`config.mk`:
```
export PLATFORM = sky130hd
export DESIGN_NAME = pdm_frame_packer
export DESIGN_NICKNAME = d
export VERILOG_FILES = /design/src/rtl/pdm_frame_packer.sv
export SDC_FILE = /design/constraint.sdc
export NUM_CORES = 1
export LEC_CHECK = 0
export CAP_MARGIN = 20
export CORE_ASPECT_RATIO = 0.7
export CORE_MARGIN = 5
export CORE_UTILIZATION = 30
export CTS_BUF_LIST = sky130_fd_sc_hd__clkbuf_4
export DETAILED_ROUTE_END_ITERATION = 7
export GPL_TIMING_DRIVEN = 0
export HOLD_SLACK_MARGIN = 0.08
export PLACE_DENSITY = 0.43
export SLEW_MARGIN = 10
export SYNTH_ARGS = -nofsm -noshare
export SYNTH_HDL_FRONTEND = slang
export SYNTH_SLANG_ARGS = --single-unit
```
`constraint.sdc`:
```
create_clock -name clk -period 5.3 [get_ports clk]
set_input_delay 0.53 -clock clk [delete_from_list [all_inputs] [get_ports clk]]
set_output_delay 0.53 -clock clk [all_outputs]
set_load 0.01 [all_outputs]
```
`src/rtl/pdm_frame_packer.sv`:
```
// rtl/pdm_frame_packer.sv - packs per-channel accumulator words into byte frames for a UART
//
// Ports:
//   clk, rst_n             system clock, asynchronous active-low reset
//   ch_valid[NUM_CH]       one-cycle strobe per channel
//   ch_data                channel i word at [i*ACCUM_BITS +: ACCUM_BITS]
//   tx_byte, tx_valid      FIFO head byte and its valid flag
//   tx_ready               transmitter accepts tx_byte this cycle
//   overflow               sticky, set on the first dropped frame
//   drop_count             dropped frames, saturating at 255
//   fifo_level             bytes currently stored

module pdm_frame_packer #(
    parameter int NUM_CH     = 4,
    parameter int ACCUM_BITS = 5,
    parameter int DEPTH      = 16
) (
    input  logic                         clk,
    input  logic                         rst_n,
    input  logic [NUM_CH-1:0]            ch_valid,
    input  logic [NUM_CH*ACCUM_BITS-1:0] ch_data,
    output logic [7:0]                   tx_byte,
    output logic                         tx_valid,
    input  logic                         tx_ready,
    output logic                         overflow,
    output logic [7:0]                   drop_count,
    output logic [$clog2(DEPTH):0]       fifo_level
);

    localparam int AW = $clog2(DEPTH);
    localparam int LW = AW + 1;
    localparam int IW = (NUM_CH > 1) ? $clog2(NUM_CH) : 1;

    typedef enum logic {IDLE, LOAD} state_t;

    state_t          state_q, state_d;
    logic [IW-1:0]   idx_q, idx_d;
    logic [7:0]      cap   [NUM_CH];
    logic [7:0]      frame [NUM_CH];
    logic [NUM_CH-1:0] have;
    logic [7:0]      mem   [DEPTH];
    logic [LW-1:0]   wr_ptr, rd_ptr, rd_ptr_n, level_n, space;
    logic            commit, room, wr_en, pop;
    logic [7:0]      wr_data, tx_byte_d;

    assign commit     = (state_q == IDLE) && (&have);
    assign fifo_level = wr_ptr - rd_ptr;
    assign space      = LW'(DEPTH) - fifo_level;
    assign room       = (space >= LW'(NUM_CH));
    assign tx_valid   = (fifo_level != '0);
    assign pop        = tx_valid && tx_ready;

    // Capture: a strobe in the commit cycle wins over the clear, so that
    // word belongs to the next frame.
    always_ff @(posedge clk or negedge rst_n) begin
        if (!rst_n) begin
            have <= '0;
            for (int i = 0; i < NUM_CH; i++) begin
                cap[i]   <= 8'h00;
                frame[i] <= 8'h00;
            end
        end else begin
            for (int i = 0; i < NUM_CH; i++) begin
                if (commit) begin
                    frame[i] <= cap[i];
                end
                if (ch_valid[i]) begin
                    cap[i]  <= {3'(i), 5'(ch_data[i*ACCUM_BITS +: ACCUM_BITS])};
                    have[i] <= 1'b1;
                end else if (commit) begin
                    have[i] <= 1'b0;
                end
            end
        end
    end

    // Drop accounting for frames that fail the space check.
    always_ff @(posedge clk or negedge rst_n) begin
        if (!rst_n) begin
            overflow   <= 1'b0;
            drop_count <= 8'h00;
        end else if (commit && !room) begin
            overflow <= 1'b1;
            if (drop_count != 8'hFF) begin
                drop_count <= drop_count + 8'h01;
            end
        end
    end

    always_ff @(posedge clk or negedge rst_n) begin
        if (!rst_n) begin
            state_q <= IDLE;
            idx_q   <= '0;
        end else begin
            state_q <= state_d;
            idx_q   <= idx_d;
        end
    end

    // Loader: writes the frame highest channel first, one byte per cycle.
    always_comb begin
        state_d = state_q;
        idx_d   = idx_q;
        wr_en   = 1'b0;
        wr_data = frame[idx_q];
        case (state_q)
            IDLE: begin
                if (commit && room) begin
                    state_d = LOAD;
                    idx_d   = IW'(NUM_CH - 1);
                end
            end
            LOAD: begin
                wr_en = 1'b1;
                if (idx_q == '0) begin
                    state_d = IDLE;
                end else begin
                    idx_d = idx_q - 1'b1;
                end
            end
            default: state_d = IDLE;
        endcase
    end

    always_ff @(posedge clk) begin
        if (wr_en) begin
            mem[wr_ptr[AW-1:0]] <= wr_data;
        end
    end

    // tx_byte is registered with the head that will exist after this edge;
    // a byte written straight into an empty head is forwarded so it shows
    // one cycle after its write.
    always_comb begin
        rd_ptr_n = rd_ptr + LW'(pop);
        level_n  = wr_ptr + LW'(wr_en) - rd_ptr_n;
        if (level_n == '0) begin
            tx_byte_d = 8'h00;
        end else if (wr_en && (wr_ptr == rd_ptr_n)) begin
            tx_byte_d = wr_data;
        end else begin
            tx_byte_d = mem[rd_ptr_n[AW-1:0]];
        end
    end

    always_ff @(posedge clk or negedge rst_n) begin
        if (!rst_n) begin
            wr_ptr  <= '0;
            rd_ptr  <= '0;
            tx_byte <= 8'h00;
        end else begin
            wr_ptr  <= wr_ptr + LW'(wr_en);
            rd_ptr  <= rd_ptr_n;
            tx_byte <= tx_byte_d;
        end
    end

endmodule

```
==> qor.yml <==
drt:
  routedWlPerCell_um: 18.2
  vias: 4566
  post_drt_via_cell_ratio: 4.58
  drtAntennaViolNets: 0
  drcViolationCount: 0
  finalWirelength_um: 18100
  first_pass_iters: 4
  first_iter_violations: 196
global_route:
  grt_pass1_wl_um: 28500
  use_met2_pct: 18.1
  grtUsageTotal_pct: 12.6
  top_usage_layer: "met1"
  use_met3_pct: 3.29
  grt_max_degree: 59
  grt_pass1_vias: 4814
  use_met1_pct: 19.0
  grt_overflow: 0
  grt_antenna_before_repair: 1
timing:
  post-route-period-util_pct: 85.6
  tightest_slew_ns: 0.814
  fin_skew_ns: 0.0312
  slew_viol_final: 0
  tns_ns: 0
  period_minus_slack_ns: 4.54
  rsz0062_at_grt: "no"
  relSlewSlack_pct: 45.5
  setup_viol: 0
  hold_viol: 0
  fin_ws_ns: 0.761
  fmax_ghz: 0.220
critical_path:
  cp_data_required_time_ns: 5.76
  crit_chain: "inv_1 -> ha_1 -> inv_1 -> fa_1 -> xor2_1 -> nor3_1 -> ha_1 -> nor2b_1 -> ha_1 -> nand3_2 -> xnor2_4 -> ha_1 -> a21boi_1 -> or3_4 -> a211oi_4 -> a21oi_1"
  crit_type: "register to register"
  timing.rr.start: "wr_ptr[0]$_DFF_PN0_"
  crit_buf_inv: 2
  rr_endpoint: "tx_byte[1]$_DFF_PN0_"
  critPathSlowestCell: "dfrtp_1"
  crit_family: "adder cells"
  rr_worst_depth: 16
  cp_data_arrival_time_ns: 5.00
  rrSetupSlack_ns: 0.76
  cp-end-kind: "register"
  crit_fanout: 10
  cp_common_cell: "ha_1"
  worstSetupStartpointType: "register"
  slowest_delay_ns: 0.49
die:
  core_area_mm2: 0.0267
  io_pins: 50
  die_w_um: 206
  rows: 50
  dieArea_mm2: 0.0304
  dieHeight_um: 147
  start_util_pct: 30.3
synthesis:
  netlist_top_cells_count: "nand2_1, edfxtp_1, dfrtp_1"
  synth_nets: 589
  synthArstFlopShare_pct: 41.4
  synth-edff-count: 112
  syn-cell-area_mm2: 0.00809
  synth_most_common_cell: "nand2_1"
  synth.area.top_cells: "edfxtp_1, dfrtp_1, mux4_2, nand2_1, mux2_2"
  synth_cells: 548
  yosysUniqueCellTypes: 51
  yosysWarnings: 0
  ys_ff_latch: 191
  seq_area_frac_synth_pct: 66.0
  synth_top_area_share_pct: 41.6
  avgSynthCellArea_um2: 14.8
  synth_largest_area_cell: "edfxtp_1"
  ys.flop_type: "edfxtp_1"
hold_path:
  hold_path_class: "input pin to register"
  holdPathEnd: "have[0]$_DFFE_PN0P_"
  whs_path_depth: 2
  min-delay-start: "ch_valid[0]"
clock_network:
  post_cts_resized: 0
  clk_latency_ns: 0.60
  cts_sinks: 191
  cts.clk_slew.worst_paths_ns: 0.18
  cts_buffers: 17
  cts.htree.levels: 4
  tritoncts: "done"
  clk_path_buf_depth: 2
  root_buffer: "clkbuf_4"
power:
  p_leak_uw: 0.00352
  irDropWorstVdd_uv: 191
  p_per_area_mw_per_mm2: 682
flow_run:
  maxCapViolations: 0
placed_design:
  dp_hpwl_um: 13000
  place_ws_ns: 0.808
  gp_congestion: 0.751
  io_buffers: 44
  dp.cells: 962
finish:
  fin_nets: 660
  final_core_util_pct: 35.1
  fin_cells: 997
  area_delta_synth_final_pct: 15.5
  drive_gt1_share_pct: 18.7
run_status:
  status: "complete, no violations"
-- report_power, final --
part           total, uW  internal [uW]  switching [uW]
sequential          2320           2170             148
clock                801            252             549
combinational       3250           1350            1900
-- flip-flops by register name, indices dropped and copies added (netlist names) --
name,flops
mem,112
drop_count,8
wr_ptr,5
state_q,1
idx_q,2
rd_ptr,5
frame,23
tx_byte,7
cap,23
have,4
overflow,1
-- layer usage --
| metal | vias to the layer above | part of all wire [%] |
|---|---|---|
| li1 | 2154 | - |
| met2 | 63 | 44 |
| met5 | - | 0 |
| met3 | 11 | 3.7 |
| met1 | 2338 | 52 |
| met4 | 0 | 0.92 |
-- stage by stage --
| stage | hold slack (ns) | area, um^2 | total power (uW) |
|---|---|---|---|
| 3_3_place_gp | 0.449 | 8980 | 5570 |
| 5_1_grt | 0.271 | 9340 | 6840 |
| 2_1_floorplan | 0.234 | 8090 | 4530 |
| 4_1_cts | 0.287 | 9330 | 6460 |
| 6_report | 0.337 | 9340 | 6380 |
| 3_5_place_dp | 0.455 | 9040 | 5650 |
-- repair_timing --
action / 4_1_cts / 5_1_grt
endpoints found under the hold margin: 21 / 0
hold buffers: 1 / 0
setup buffers: 0 / 0
-- logic make-up (layout without fill, tap and decap cells) --
kind of cell    after synthesis  after routing  share of synthesized area, %
other cells                   1              2                        0.0464
compound gates               39             39                          3.81
fa+ha+maj                    14             14                          2.26
mux                          57             57                          12.5
flops                       191            191                          66.0
simple gates                184            184                          10.4
buf+inv                      40            124                          2.31
xor+xnor                     22             22                          2.71
-- how the worst max path moves through the flow --
stage,start,end,slack [ns],depth (start not counted)
4_1_cts,wr_ptr[0]$_DFF_PN0_,tx_byte[6]$_DFF_PN0_,0.78,16
5_1_grt,wr_ptr[0]$_DFF_PN0_,tx_byte[6]$_DFF_PN0_,0.54,16
6_report,wr_ptr[0]$_DFF_PN0_,tx_byte[1]$_DFF_PN0_,0.76,16
2_1_floorplan,wr_ptr[0]$_DFF_PN0_,tx_byte[0]$_DFF_PN0_,1.51,16
3_3_place_gp,rst_n,cap[0]$_DFFE_PN0P_,0.75,1
3_5_place_dp,wr_ptr[0]$_DFF_PN0_,tx_byte[6]$_DFF_PN0_,0.81,16
-- cell usage in the layout (no fill, tap or decap), types with 12 or more instances in the layout --
cell type        instances
clkdlybuf4s50_1         43
dfrtp_1                 79
nor2_1                  16
and3_1                  12
clkbuf_1                14
mux4_2                  33
ha_1                    13
edfxtp_1               112
clkbuf_4                17
inv_1                   14
mux2_2                  20
nand2_1                115
xnor2_1                 15
-- cell type report --
class | count | area [um^2]
Antenna cell | 1 | 2.50
Clock inverter | 15 | 158
Inverter | 14 | 55.1
Timing Repair Buffer | 52 | 513
Multi-Input combinational cell | 317 | 2560
Tap cell | 364 | 455
Buffer | 26 | 131
Sequential cell | 191 | 5340
Clock buffer | 17 | 128
Fill cell | 2602 | 17300
No activity file was read; power rests on OpenSTA's default activity.
